$ cat src/rtl/dcache_warmup_pkg.sv
// Shared geometry, FSM state encoding and record layout for the dcache warmup sequencer.
package dcache_warmup_pkg;

  localparam int SETS        = 64;
  localparam int WAYS        = 4;
  localparam int TAG_BITS    = 22;
  localparam int BLOCK_BYTES = 64;
  localparam int ROW_BITS    = 64;
  localparam int BEATS       = BLOCK_BYTES * 8 / ROW_BITS;
  localparam int ROW_BYTES   = ROW_BITS / 8;

  localparam int SET_W       = $clog2(SETS);
  localparam int WAY_W       = $clog2(WAYS);
  localparam int BEAT_W      = $clog2(BEATS);
  localparam int BLOCK_BITS  = BLOCK_BYTES * 8;

  localparam int TAG_ROW_W   = WAYS * TAG_BITS;
  localparam int TAG_MASK_W  = WAYS;
  localparam int DATA_ROW_W  = WAYS * ROW_BITS;
  localparam int DATA_MASK_W = WAYS * ROW_BYTES;
  localparam int DATA_ADDR_W = SET_W + BEAT_W;

  typedef enum logic [2:0] {
    ST_IDLE,
    ST_CLEAR,
    ST_ACCEPT,
    ST_WRITE,
    ST_DONE
  } state_t;

  typedef struct packed {
    logic [SET_W-1:0]      set;
    logic [WAY_W-1:0]      way;
    logic [TAG_BITS-1:0]   tag;
    logic [BLOCK_BITS-1:0] data;
    logic                  last;
  } warmup_rec_t;

endpackage

$ cat src/rtl/dcache_warmup_sequencer_if.sv
// Record stream plus the RW0 ports of the dcache tag and data SRAMs.
interface dcache_warmup_sequencer_if;
  import dcache_warmup_pkg::*;

  // Record handshake: a record transfers on every rising clk edge where
  // rec_valid and rec_ready are both high; the source holds rec_* stable
  // while rec_valid is high and rec_ready is low.
  logic                    rec_valid;
  logic                    rec_ready;
  logic [SET_W-1:0]        rec_set;
  logic [WAY_W-1:0]        rec_way;
  logic [TAG_BITS-1:0]     rec_tag;
  logic [BLOCK_BITS-1:0]   rec_data;
  logic                    rec_last;

  logic                    tag_en;
  logic                    tag_wmode;
  logic [SET_W-1:0]        tag_addr;
  logic [TAG_ROW_W-1:0]    tag_wdata;
  logic [TAG_MASK_W-1:0]   tag_wmask;

  logic                    data_en;
  logic                    data_wmode;
  logic [DATA_ADDR_W-1:0]  data_addr;
  logic [DATA_ROW_W-1:0]   data_wdata;
  logic [DATA_MASK_W-1:0]  data_wmask;

  modport master (
    output rec_valid, rec_set, rec_way, rec_tag, rec_data, rec_last,
    input  rec_ready,
    input  tag_en, tag_wmode, tag_addr, tag_wdata, tag_wmask,
    input  data_en, data_wmode, data_addr, data_wdata, data_wmask
  );

  modport slave (
    input  rec_valid, rec_set, rec_way, rec_tag, rec_data, rec_last,
    output rec_ready,
    output tag_en, tag_wmode, tag_addr, tag_wdata, tag_wmask,
    output data_en, data_wmode, data_addr, data_wdata, data_wmask
  );

endinterface

$ cat src/rtl/dcache_warmup_lane_pack.sv
// Replicates a tag and one data beat into every way lane and builds the
// per-way write masks so only the selected way is actually written.
module dcache_warmup_lane_pack
  import dcache_warmup_pkg::*;
(
  input  logic [WAY_W-1:0]       way,
  input  logic [BEAT_W-1:0]      beat,
  input  logic [TAG_BITS-1:0]    tag,
  input  logic [BLOCK_BITS-1:0]  block,
  output logic [TAG_ROW_W-1:0]   tag_wdata,
  output logic [TAG_MASK_W-1:0]  tag_wmask,
  output logic [DATA_ROW_W-1:0]  data_wdata,
  output logic [DATA_MASK_W-1:0] data_wmask
);

  logic [ROW_BITS-1:0] beat_row;

  always_comb begin
    beat_row   = block[int'(beat) * ROW_BITS +: ROW_BITS];
    tag_wdata  = '0;
    data_wdata = '0;
    for (int w = 0; w < WAYS; w++) begin
      tag_wdata[w * TAG_BITS +: TAG_BITS]  = tag;
      data_wdata[w * ROW_BITS +: ROW_BITS] = beat_row;
    end
    tag_wmask  = TAG_MASK_W'(1) << way;
    data_wmask = {{(DATA_MASK_W - ROW_BYTES){1'b0}}, {ROW_BYTES{1'b1}}}
                 << (ROW_BYTES * int'(way));
  end

endmodule

$ cat src/rtl/dcache_warmup_sequencer.sv
// Replays warmup records as real RW0 writes into the dcache tag/data SRAMs,
// optionally clearing all tags first, while holding off the core's own accesses.
module dcache_warmup_sequencer
  import dcache_warmup_pkg::*;
#(
  parameter bit CLEAR_FIRST = 1'b1
)
(
  input  logic   clk,
  input  logic   rst_n,
  input  logic   start,
  output logic   busy,
  output logic   done,
  output logic   core_hold,
  output state_t dbg_state,
  dcache_warmup_sequencer_if.slave bus
);

  state_t             state;
  logic [SET_W-1:0]   set_cnt;
  logic [BEAT_W-1:0]  beat;
  warmup_rec_t        rec_q;

  logic [TAG_ROW_W-1:0]   pack_tag_wdata;
  logic [TAG_MASK_W-1:0]  pack_tag_wmask;
  logic [DATA_ROW_W-1:0]  pack_data_wdata;
  logic [DATA_MASK_W-1:0] pack_data_wmask;

  always_ff @(posedge clk or negedge rst_n) begin
    if (!rst_n) begin
      state   <= ST_IDLE;
      set_cnt <= '0;
      beat    <= '0;
      rec_q   <= '0;
    end else begin
      case (state)
        ST_IDLE: begin
          set_cnt <= '0;
          if (start) state <= CLEAR_FIRST ? ST_CLEAR : ST_ACCEPT;
        end
        ST_CLEAR: begin
          set_cnt <= set_cnt + 1'b1;
          if (set_cnt == SET_W'(SETS - 1)) state <= ST_ACCEPT;
        end
        ST_ACCEPT: begin
          if (bus.rec_valid) begin
            rec_q.set  <= bus.rec_set;
            rec_q.way  <= bus.rec_way;
            rec_q.tag  <= bus.rec_tag;
            rec_q.data <= bus.rec_data;
            rec_q.last <= bus.rec_last;
            beat       <= '0;
            state      <= ST_WRITE;
          end
        end
        ST_WRITE: begin
          beat <= beat + 1'b1;
          if (beat == BEAT_W'(BEATS - 1)) state <= rec_q.last ? ST_DONE : ST_ACCEPT;
        end
        ST_DONE:  state <= ST_IDLE;
        default:  state <= ST_IDLE;
      endcase
    end
  end

  dcache_warmup_lane_pack u_lane_pack (
    .way        (rec_q.way),
    .beat       (beat),
    .tag        (rec_q.tag),
    .block      (rec_q.data),
    .tag_wdata  (pack_tag_wdata),
    .tag_wmask  (pack_tag_wmask),
    .data_wdata (pack_data_wdata),
    .data_wmask (pack_data_wmask)
  );

  // Array ports depend only on flops, so rec_* never reaches the SRAMs
  // combinationally; outside CLEAR/WRITE every port field is driven to zero.
  logic                   tag_en_d;
  logic [SET_W-1:0]       tag_addr_d;
  logic [TAG_ROW_W-1:0]   tag_wdata_d;
  logic [TAG_MASK_W-1:0]  tag_wmask_d;
  logic                   data_en_d;
  logic [DATA_ADDR_W-1:0] data_addr_d;
  logic [DATA_ROW_W-1:0]  data_wdata_d;
  logic [DATA_MASK_W-1:0] data_wmask_d;

  always_comb begin
    tag_en_d     = 1'b0;
    tag_addr_d   = '0;
    tag_wdata_d  = '0;
    tag_wmask_d  = '0;
    data_en_d    = 1'b0;
    data_addr_d  = '0;
    data_wdata_d = '0;
    data_wmask_d = '0;
    case (state)
      ST_CLEAR: begin
        tag_en_d    = 1'b1;
        tag_addr_d  = set_cnt;
        tag_wmask_d = '1;
      end
      ST_WRITE: begin
        data_en_d    = 1'b1;
        data_addr_d  = {rec_q.set, beat};
        data_wdata_d = pack_data_wdata;
        data_wmask_d = pack_data_wmask;
        if (beat == '0) begin
          tag_en_d    = 1'b1;
          tag_addr_d  = rec_q.set;
          tag_wdata_d = pack_tag_wdata;
          tag_wmask_d = pack_tag_wmask;
        end
      end
      default: ;
    endcase
  end

  assign bus.tag_en     = tag_en_d;
  assign bus.tag_wmode  = tag_en_d;
  assign bus.tag_addr   = tag_addr_d;
  assign bus.tag_wdata  = tag_wdata_d;
  assign bus.tag_wmask  = tag_wmask_d;
  assign bus.data_en    = data_en_d;
  assign bus.data_wmode = data_en_d;
  assign bus.data_addr  = data_addr_d;
  assign bus.data_wdata = data_wdata_d;
  assign bus.data_wmask = data_wmask_d;

  assign bus.rec_ready = (state == ST_ACCEPT);
  assign busy          = (state != ST_IDLE);
  assign core_hold     = (state != ST_IDLE);
  assign done          = (state == ST_DONE);
  assign dbg_state     = state;

endmodule

$ cat src/flat_wrapper.sv
// flat-port wrapper written by rule: the top's interface ports become plain ports
module dcache_warmup_sequencer_flat import dcache_warmup_pkg::*;
#(
  parameter bit CLEAR_FIRST = 1'b1
)
  (clk, rst_n, start, busy, done, core_hold, dbg_state, bus_rec_valid, bus_rec_set, bus_rec_way, bus_rec_tag, bus_rec_data, bus_rec_last, bus_rec_ready, bus_tag_en, bus_tag_wmode, bus_tag_addr, bus_tag_wdata, bus_tag_wmask, bus_data_en, bus_data_wmode, bus_data_addr, bus_data_wdata, bus_data_wmask);
  dcache_warmup_sequencer_if bus_i ();
  input  logic clk;
  input  logic rst_n;
  input  logic start;
  output logic busy;
  output logic done;
  output logic core_hold;
  output state_t dbg_state;
  input wire logic [$bits(bus_i.rec_valid)-1:0] bus_rec_valid;
  input wire logic [$bits(bus_i.rec_set)-1:0] bus_rec_set;
  input wire logic [$bits(bus_i.rec_way)-1:0] bus_rec_way;
  input wire logic [$bits(bus_i.rec_tag)-1:0] bus_rec_tag;
  input wire logic [$bits(bus_i.rec_data)-1:0] bus_rec_data;
  input wire logic [$bits(bus_i.rec_last)-1:0] bus_rec_last;
  output wire logic [$bits(bus_i.rec_ready)-1:0] bus_rec_ready;
  output wire logic [$bits(bus_i.tag_en)-1:0] bus_tag_en;
  output wire logic [$bits(bus_i.tag_wmode)-1:0] bus_tag_wmode;
  output wire logic [$bits(bus_i.tag_addr)-1:0] bus_tag_addr;
  output wire logic [$bits(bus_i.tag_wdata)-1:0] bus_tag_wdata;
  output wire logic [$bits(bus_i.tag_wmask)-1:0] bus_tag_wmask;
  output wire logic [$bits(bus_i.data_en)-1:0] bus_data_en;
  output wire logic [$bits(bus_i.data_wmode)-1:0] bus_data_wmode;
  output wire logic [$bits(bus_i.data_addr)-1:0] bus_data_addr;
  output wire logic [$bits(bus_i.data_wdata)-1:0] bus_data_wdata;
  output wire logic [$bits(bus_i.data_wmask)-1:0] bus_data_wmask;
  assign bus_i.rec_valid = bus_rec_valid;
  assign bus_i.rec_set = bus_rec_set;
  assign bus_i.rec_way = bus_rec_way;
  assign bus_i.rec_tag = bus_rec_tag;
  assign bus_i.rec_data = bus_rec_data;
  assign bus_i.rec_last = bus_rec_last;
  assign bus_rec_ready = bus_i.rec_ready;
  assign bus_tag_en = bus_i.tag_en;
  assign bus_tag_wmode = bus_i.tag_wmode;
  assign bus_tag_addr = bus_i.tag_addr;
  assign bus_tag_wdata = bus_i.tag_wdata;
  assign bus_tag_wmask = bus_i.tag_wmask;
  assign bus_data_en = bus_i.data_en;
  assign bus_data_wmode = bus_i.data_wmode;
  assign bus_data_addr = bus_i.data_addr;
  assign bus_data_wdata = bus_i.data_wdata;
  assign bus_data_wmask = bus_i.data_wmask;
  dcache_warmup_sequencer #(.CLEAR_FIRST(CLEAR_FIRST)) u_core (.clk(clk), .rst_n(rst_n), .start(start), .busy(busy), .done(done), .core_hold(core_hold), .dbg_state(dbg_state), .bus(bus_i));
endmodule
$ cat config.mk
export PLATFORM = sky130hd
export DESIGN_NAME = dcache_warmup_sequencer_flat
export DESIGN_NICKNAME = d
export VERILOG_FILES = /design/src/rtl/dcache_warmup_pkg.sv /design/src/rtl/dcache_warmup_sequencer_if.sv /design/src/rtl/dcache_warmup_lane_pack.sv /design/src/rtl/dcache_warmup_sequencer.sv /design/src/flat_wrapper.sv
export SDC_FILE = /design/constraint.sdc
export NUM_CORES = 1
export LEC_CHECK = 0
export BUFFER_PORTS_ARGS = -buffer_cell sky130_fd_sc_hd__buf_2
export CAP_MARGIN = 20
export CORE_AREA = 2 2 374 376
export CTS_BUF_LIST = sky130_fd_sc_hd__clkbuf_16
export CTS_CLUSTER_DIAMETER = 100
export DETAILED_ROUTE_END_ITERATION = 12
export DIE_AREA = 0 0 376 378
export HOLD_SLACK_MARGIN = 0.12
export PLACE_DENSITY = 0.47
export SKIP_LAST_GASP = 1
export SYNTH_ARGS = -nofsm -noshare
export SYNTH_HDL_FRONTEND = slang
export SYNTH_SLANG_ARGS = --single-unit
$ cat constraint.sdc
create_clock -name clk -period 4.1 [get_ports clk]
set_input_delay 0.41 -clock clk [delete_from_list [all_inputs] [get_ports clk]]
set_output_delay 0.41 -clock clk [all_outputs]
set_load 0.005 [all_outputs]
==> metrics.cfg, run 1 <==
[grt]
grt_use_total = 0.1519
grt_pass1_wl_mm = 161.2
grt_overflow = 0
grt_max_degree = 131
grt_antenna_before_repair = 34
grt_pass1_vias = 25020

[route]
drt_iter0_drc = 1625
drc_errors = 0
vias = 24510
wirelength_mm = 111.3
drtAntennaViolNets = 0
via_per_inst = 4.094
wire_per_inst_um = 18.58
firstDrtPassIters = 5

[synthesis]
syn_nets = 3507
syn_inst = 2956
async_reset_ff_frac = 1.000
seq_area_frac_synth = 0.5115
ys_ff_latch = 555
synth-simple-area-share = 0.2420
syn-cell-area_mm2 = 0.02715
synth_edf_count = 0
synth_top_family_by_area = simple AND/OR/NAND/NOR gates
yosysUniqueCellTypes = 35
synthXorXnorAreaFrac = 0.0003226
synth_compound_area_frac = 0.02682
avgSynthCellArea_um2 = 9.185
synthMuxAreaShare = 0.1066
synthFlopType = dfrtp_1
synth_fa_ha_area_frac = 0.001843
ys_warn_count = 0

[cells_and_area]
fin_area_mm2 = 0.03956
fin_util = 0.2856
fin_nets = 4664
fill_cells = 14760
multi_input_area_mm2 = 0.01029
syn_to_final_growth_pct = 45.70
drive_gt1_frac = 0.2969
register_area_mm2 = 0.01390

[placement]
place_area_mm2 = 0.03187
dp_hpwl_mm = 80.34
portBuffers = 952
place.gp.congestion = 0.8569

[sta]
max_freq_mhz = 279.1
maxSlewHeadroom = 0.3727
grt_setup_unrepaired = no
tns_ns = 0
finClkSkew_ns = 0.02616
finalMaxSlewViolations = 0
worst_pin_slew_ns = 0.9338
finalCriticalPeriod_ns = 3.583
finalHoldViolCount = 0
finalCritPeriodShare = 0.8740
finalSetupViolations = 0

[clocking]
h-tree-depth = 3
cts_buffers = 70
cts_tree = yes
root_buffer = clkbuf_16
cts_setup_buffers = 0
clk_latency_ns = 0.65
clock-sinks = 555
path_clk_slew_ns = 0.06
cts.path.max_buffers = 3

[pwr]
leakagePower_nw = 21.75
ir_drop_mv = 0.2673
powerDensity_mw_per_mm2 = 469.4

[worst_setup_path]
path_cells = buf_4, mux4_2, a22o_1, buf_2
slowest_stage = dfrtp_4
worst-path-buf-inv = 2
slowest_delay_ns = 0.82
crit_arrival_ns = 3.17
cp_top_family = flip-flops
critPathKind = reg2out
worst_setup_path_end_kind = output port
crit_fanout = 27
setup.worst_path.start_class = flip-flop
required_ns = 3.69

[floorplan]
die_h_um = 378
io_pins = 953
fp.coreArea_mm2 = 0.1385
die-width_um = 376
rows = 137
die_area_mm2 = 0.1421
start_util = 0.1960

[status]
status = completed

[flow_run]
cap_violations = 0

[worst_hold_path]
hp-class = in2reg

==> synth_stat cells, types with 2 or more instances <==
cell type / number / area share
nand2_1: 1640 / 0.23
dfrtp_1: 555 / 0.51
buf_4: 304 / 0.084
mux4_2: 128 / 0.11
buf_2: 82 / 0.015
clkbuf_1: 80 / 0.011
a22o_1: 69 / 0.022
and3_1: 23 / 0.0053
nor2_1: 10 / 0.0014
and2_1: 8 / 0.0018
o21ai_0: 8 / 0.0015
nand3_1: 7 / 0.0013
nand2b_1: 6 / 0.0014
inv_1: 5 / 0.00069
ha_1: 4 / 0.0018
a32oi_1: 3 / 0.00097
nor3_1: 3 / 0.00055
o31ai_1: 3 / 0.00083
nor3b_1: 2 / 0.00055
==> tightest hold or removal path, delay by kind of cell <==
kind,cells,cell delay (ns)
AND/OR/NAND/NOR,1,0.09
AO/OA/AOI/OAI,2,0.18
buffers and inverters,1,0.13
==> state kept, by name, summed over array words and instances (netlist names) <==
register / flops
u_core.rec_q: 543
u_core.set_cnt: 6
u_core.dbg_state: 3
u_core.beat: 3
==> metrics by stage <==
| step | setup WS (ns) | hold WS [ns] | total power (W) | std cells |
|---|---|---|---|---|
| final | 0.5166 | 0.2304 | 0.01857 | 5987 |
| after global routing | 0.1778 | 0.1678 | 0.01967 | 5981 |
| after CTS | 0.3423 | 0.1358 | 0.01891 | 5973 |
| after detailed placement | 1.090 | 0.4559 | 0.01226 | 5303 |
| after global placement | 1.128 | 0.4528 | 0.01219 | 5303 |
| after floorplan | 1.695 | 0.1144 | 0.01029 | 2956 |
==> layer usage <==
metal  vias to the layer above  GRT usage  wire length, µm
met5                         -          0              129
met4                        20    0.05019             3434
met3                       185    0.03384             6635
met2                       891     0.2524            53160
met1                     11950     0.1951            47900
li1                      11470          -                -
==> timing repair <==
action                                 in CTS  in global routing
resized for setup                           0                  0
hold buffers                              545                  0
setup endpoints to repair                   0                  0
endpoints found under the hold margin     610                  0
==> placed cells by master (no fill, tap or decap), drive strengths merged, types with 4 or more instances in the layout <==
cell type	instances
a22o	69
and2	8
and3	23
buf	1006
bufinv	6
clkbuf	71
clkinv	31
dfrtp	555
diode	14
dlygate4sd3	545
ha	4
inv	21
mux4	128
nand2	1640
nand2b	6
nand3	7
nor2	11
o21ai	8
==> path summary, 6_finish.rpt <==
kind / depth (start not counted) / slack [ns] / to / from
setup / recovery: 4 / 0.52 / bus_data_wdata[27] / u_core.beat[0]$_DFFE_PN0P_
hold / removal: 4 / 0.23 / u_core.dbg_state[0]$_DFFE_PN0P_ / bus_rec_valid
setup reg to reg: 5 / 1.62 / u_core.rec_q[2]$_DFFE_PN0P_ / u_core.dbg_state[2]$_DFFE_PN0P_
hold reg to reg: 2 / 0.47 / u_core.rec_q[439]$_DFFE_PN0P_ / u_core.rec_q[439]$_DFFE_PN0P_
max in group asynchronous: 4 / 2.62 / u_core.rec_q[328]$_DFFE_PN0P_ / rst_n
min in group asynchronous: 2 / 0.39 / u_core.rec_q[284]$_DFFE_PN0P_ / rst_n
==> final cells by class <==
class | instances | share of cell area
timing repair buffer | 1551 | 0.2745
clock inverter | 54 | 0.01066
clock buffer | 71 | 0.04491
tap | 1807 | 0.05715
inverter | 5 | 0.0004744
antenna | 14 | 0.0008856
sequential | 555 | 0.3513
multi-input combinational | 1930 | 0.2601
==> cells by family (layout without fill, tap and decap cells) <==
logic type / Yosys count / count (layout)
adder cells (fa/ha/maj): 4 / 4
AND/OR/NAND/NOR: 1709 / 1709
AO/OA/AOI/OAI: 87 / 87
other: 0 / 14
multiplexers: 129 / 129
buffers and inverters: 471 / 1681
flip-flops: 555 / 555
XOR/XNOR: 1 / 1
==> report_power, final <==
group | internal (W) | switching (W) | total (W)
combinational | 0.00234 | 0.00253 | 0.00487
sequential | 0.00671 | 0.000934 | 0.00764
clock | 0.00352 | 0.00254 | 0.00606
Power figures use the tool's default switching activity.
==> inputs of run 2 (changes only) <==
Settings changed: GPL_TIMING_DRIVEN set to 0, PLACE_DENSITY 0.47 to 0.49.
==> run 2 against run 1 <==
Non-clock buffer count is 421 higher. Maximum frequency is 8.2% lower. Worst hold slack better by 0.16 ns. Clock power is 3% higher. Count of clock-buffer cells in the layout is 4 higher. Total power is 4.2% higher. Register-to-register slack worse by 0.47 ns. First-iteration DRC count is 7.0% lower.
==> metrics.cfg, run 2 (same netlist as run 1, synthesis figures left out) <==
[status]
status = completed

[placement]
dp_hpwl_mm = 104.5
portBuffers = 952
place_inst = 5722
place_area_mm2 = 0.03438
place.gp.congestion = 0.8461

[floorplan]
die-width_um = 376
die_h_um = 378
start_util = 0.1960
io_pins = 953
rows = 137
fp.coreArea_mm2 = 0.1385
die_area_mm2 = 0.1421

[cells_and_area]
top_register = u_core.rec_q
fill_cells = 14670
layout_commonest_cell = nand2_1
register_area_mm2 = 0.01389
fin_util = 0.3049
layout_common_cells = 1640 x nand2_1, 1029 x buf_2, 553 x dfrtp_1
syn_to_final_growth_pct = 55.51
final_cells = 6418
fin_area_mm2 = 0.04222
largest_reg_flops = 543
fin_nets = 5086
multi_input_area_mm2 = 0.01026
drive_gt1_frac = 0.3465
biggestRegsByFlops = u_core.rec_q: 543 flops, u_core.set_cnt: 6 flops

[worst_setup_path]
critPathLaunch = u_core.beat[0]$_DFFE_PN0P_
crit_fanout = 10
slowest_stage = dfrtp_2
required_ns = 3.69
critPathKind = reg2out
slowest_delay_ns = 0.45
crit_arrival_ns = 3.49
rr_startpoint = u_core.dbg_state[0]$_DFFE_PN0P_
cp_common_cell = buf_4
setup.worst_path.start_class = flip-flop
worst_setup_path_end_kind = output port
path_cells = buf_4, buf_8, buf_4, inv_1, ha_1, nor2b_1, clkbuf_2, clkbuf_2, and3_1, buf_4, buf_2

[pwr]
p_sw_w = 0.006493
finalPower_w = 0.01934
powerDensity_mw_per_mm2 = 458.1
leakagePower_nw = 23.72
comb_power_share = 0.286
pwr-share-clk = 0.323
swShare = 0.3357
ir_drop_mv = 0.2591
p_int_w = 0.01285
p_seq_frac = 0.391

[route]
via_per_inst = 4.149
firstDrtPassIters = 5
wire_per_inst_um = 21.45
drt_iter0_drc = 1512
drc_errors = 0
wirelength_mm = 137.7
drtAntennaViolNets = 0
vias = 26630

[sta]
worst_hold_slack_ns = 0.3888
finalCriticalPeriod_ns = 3.904
worst_pin_slew_ns = 1.128
maxSlewHeadroom = 0.2478
max_freq_mhz = 256.1
finalMaxSlewViolations = 0
grt_setup_unrepaired = no
finalCritPeriodShare = 0.9522
finalHoldViolCount = 0
finalSetupViolations = 0
finClkSkew_ns = 0.03793

[grt]
grt_pass1_vias = 27590
grt_max_degree = 111
grt_use_total = 0.1896
grt_antenna_before_repair = 38
grt_pass1_wl_mm = 193.4
grt_overflow = 0

[clocking]
cts_buffers = 71
root_buffer = clkbuf_16
cts_tree = yes
path_clk_slew_ns = 0.06
h-tree-depth = 3
clock-sinks = 555
cts.path.max_buffers = 3
clk_latency_ns = 0.66

[flow_run]
cap_violations = 0

[worst_hold_path]
hp-class = in2async

run 2: metal layers:
layer  up-vias  track usage  routed length (µm)
met5         -            0                  83
met2      1025       0.3218               66780
met1     13080       0.2453               58970
met3       181      0.03365                8029
li1      12320            -                   -
met4        16      0.05713                3784
run 2: path summary, 6_finish.rpt:
path	endpoint	slack (ns)	cells past startpoint
worst max register to register	u_core.rec_q[358]$_DFFE_PN0P_	1.15	8
worst min-delay path	u_core.rec_q[477]$_DFFE_PN0P_	0.39	2
min in group clk	u_core.rec_q[515]$_DFFE_PN0P_	0.46	2
worst max-delay path	bus_tag_wdata[39]	0.20	11
worst min register to register	u_core.rec_q[515]$_DFFE_PN0P_	0.46	2
max in group asynchronous	u_core.beat[0]$_DFFE_PN0P_	1.99	4
run 2: critical path: cells and delay by family, from the launching register on:
kind	cells	cell delay (ns)
buffers and inverters	8	1.70
DFF	1	0.45
and+or+nand+nor	2	0.45
adders and majority gates	1	0.19
run 2: area by class of cell:
cell class,instances,share of cell area
Sequential cell,555,0.3290
Timing Repair Buffer,1506,0.2469
Multi-Input combinational cell,1930,0.2430
Buffer,466,0.07204
Tap cell,1807,0.05355
Clock buffer,75,0.04445
Clock inverter,52,0.009423
Antenna cell,22,0.001304
Inverter,5,0.0004445
run 2: timing repair:
action	in CTS	in global routing
endpoints found under the hold margin	635	0
buffers inserted	0	1
resized for setup	17	7
hold buffers	546	0
pin swaps	0	1
setup endpoints to repair	356	47
run 2: stage by stage:
stage,setup TNS (ns),setup slack [ns]
2_1_floorplan,0,1.695
3_3_place_gp,-5626.73,-10.15
3_5_place_dp,-2.041,-0.1139
4_1_cts,0,0.001274
5_1_grt,0,0.001853
6_report,0,0.1959
run 2: power by group through the flow:
stage / clock network, W / logic, W / registers, W
after CTS: 0.00643 / 0.00563 / 0.00756
after global placement: 0 / 0.00501 / 0.00762
final: 0.00625 / 0.00553 / 0.00757
after floorplan: 0 / 0.00306 / 0.00723
after detailed placement: 0 / 0.00512 / 0.00765
after global routing: 0.00664 / 0.00607 / 0.00770
==> inputs of run 3 (changes only) <==
Settings changed: GPL_TIMING_DRIVEN 0 to 1.
==> run 3 against run 2 <==
Register-to-register slack better by 0.48 ns. Clock skew down 0.012 ns. Sequential cell count unchanged. Global-route usage down 3.8 points. Worst hold slack worse by 0.14 ns. Via count down 7.4%. Cell count down 6.5%. First-iteration DRC count down 11%. Sequential power up 0.9%. Cell area down 5.8%. Setup slack better by 0.19 ns. Critical path type unchanged. Critical endpoint is now bus_data_wdata[62].
==> metrics.cfg, run 3 (same netlist as run 1, synthesis figures left out) <==
[worst_setup_path]
rr_startpoint = u_core.dbg_state[2]$_DFFE_PN0P_
crit_fanout = 37
worstRegToRegCells = 5
crit_arrival_ns = 3.31
critPathKind = reg2out
worst_setup_path_end_kind = output port
setup.worst_path.start_class = flip-flop
reg2reg_slack_ns = 1.63
reg2reg_to = u_core.rec_q[154]$_DFFE_PN0P_
required_ns = 3.69

[worst_hold_path]
min_to = u_core.rec_q[0]$_DFFE_PN0P_
hp-class = in2reg
holdPathStages = 4
hold_start = bus_rec_valid

[cells_and_area]
layout_commonest_cell = nand2_1
largest_reg_flops = 543
fin_area_mm2 = 0.03976
drive_gt1_frac = 0.3005
top_register = u_core.rec_q
syn_to_final_growth_pct = 46.44
fin_nets = 4681
layout_common_cells = 1640 x nand2_1, 951 x buf_2, 553 x dfrtp_1
biggestRegsByFlops = u_core.rec_q: 543 flops, u_core.set_cnt: 6 flops

[sta]
finClkSkew_ns = 0.02600
finalCritPeriodShare = 0.9066
worst_pin_slew_ns = 0.8401
finalHoldViolCount = 0
max_freq_mhz = 269.0
tns_ns = 0
finalSetupViolations = 0
finalCriticalPeriod_ns = 3.717
grt_setup_unrepaired = no
finalMaxSlewViolations = 0
maxSlewHeadroom = 0.4399

[pwr]
ir_drop_mv = 0.5573
leakagePower_nw = 21.85
powerDensity_mw_per_mm2 = 469.6

[clocking]
root_buffer = clkbuf_16
cts_setup_buffers = 0
clk_latency_ns = 0.66
cts_buffers = 70
h-tree-depth = 3
cts_tree = yes
cts_resized = 0
cts_hold_buf = 546
clock-sinks = 555
path_clk_slew_ns = 0.06
cts.path.max_buffers = 3

[grt]
grt_pass1_vias = 25130
grt_pass1_wl_mm = 160.8
grt_max_degree = 136
grt_antenna_before_repair = 31
grt_overflow = 0
grt_use_total = 0.1517

[placement]
place_area_mm2 = 0.03202
portBuffers = 952
place.gp.congestion = 0.8561
dp_hpwl_mm = 81.41

[route]
vias = 24660
drc_errors = 0
via_per_inst = 4.111
wirelength_mm = 111.4
drt_iter0_drc = 1350
firstDrtPassIters = 6
wire_per_inst_um = 18.58
drtAntennaViolNets = 0

[floorplan]
start_util = 0.1960
rows = 137
fp.coreArea_mm2 = 0.1385
io_pins = 953
die-width_um = 376
die_area_mm2 = 0.1421
die_h_um = 378

[flow_run]
cap_violations = 0

[status]
status = completed

run 3: changes by cell type in the layout (fill, tap and decap cells not counted), sizes merged:
cell / delta
buf: -324
inv: +7
clkbuf: -84
clkinvlp: +3
clkinv: -9
bufinv: +1
diode: -14
run 3: report_power, final:
part / switching, W / total (W) / leakage (nW) / internal, W
Combinational: 0.00253 / 0.00487 / 13.0 / 0.00234
Sequential: 0.000929 / 0.00764 / 7.70 / 0.00671
Clock: 0.00256 / 0.00617 / 1.15 / 0.00361
run 3: critical path: stages (launching register included):
cell and delay [ns]:
dfrtp_1 0.53, nand3b_2 0.47, inv_1 0.16, and2_4 0.60
buf_12 0.32, a22o_1 0.34, buf_2 0.19
run 3: layer usage:
layer,routed length [µm],up-vias,share of wire,global-route usage
met5,113,-,0.0010,0
met2,53760,913,0.48,0.2549
met1,47730,12070,0.43,0.1950
met4,3135,18,0.028,0.05155
li1,-,11490,-,-
met3,6702,165,0.060,0.02889
run 3: through the flow:
step                hold WS, ns  setup slack (ns)  std cells  power (W)    util
floorplan                0.1144             1.695       2956    0.01029       -
global placement         0.4522             1.012       5319    0.01216  0.2312
detailed placement       0.4534            0.9712       5319    0.01222  0.2312
CTS                      0.1619            0.1831       5990    0.01899  0.2869
global route             0.2188            0.1444       5992    0.01977  0.2870
finish                   0.2495            0.3830       5998    0.01867  0.2871
run 3: cell type report:
class	instances	area, µm²
Tap cell	1807	2261
Inverter	5	18.77
Sequential cell	555	13900
Clock inverter	54	483.0
Timing Repair Buffer	1568	11020
Antenna cell	8	20.02
Clock buffer	71	1777
Multi-Input combinational cell	1930	10290
Fill cell	14720	98740
run 3: worst max-delay path by stage:
stage | startpoint | endpoint
3_5_place_dp | u_core.dbg_state[2]$_DFFE_PN0P_ | bus_data_wdata[62]
3_3_place_gp | u_core.dbg_state[2]$_DFFE_PN0P_ | bus_data_wdata[62]
2_1_floorplan | u_core.beat[1]$_DFFE_PN0P_ | bus_tag_wdata[23]
5_1_grt | u_core.dbg_state[2]$_DFFE_PN0P_ | bus_data_wdata[62]
6_report | u_core.dbg_state[2]$_DFFE_PN0P_ | bus_data_wdata[62]
4_1_cts | u_core.dbg_state[2]$_DFFE_PN0P_ | bus_data_wdata[62]
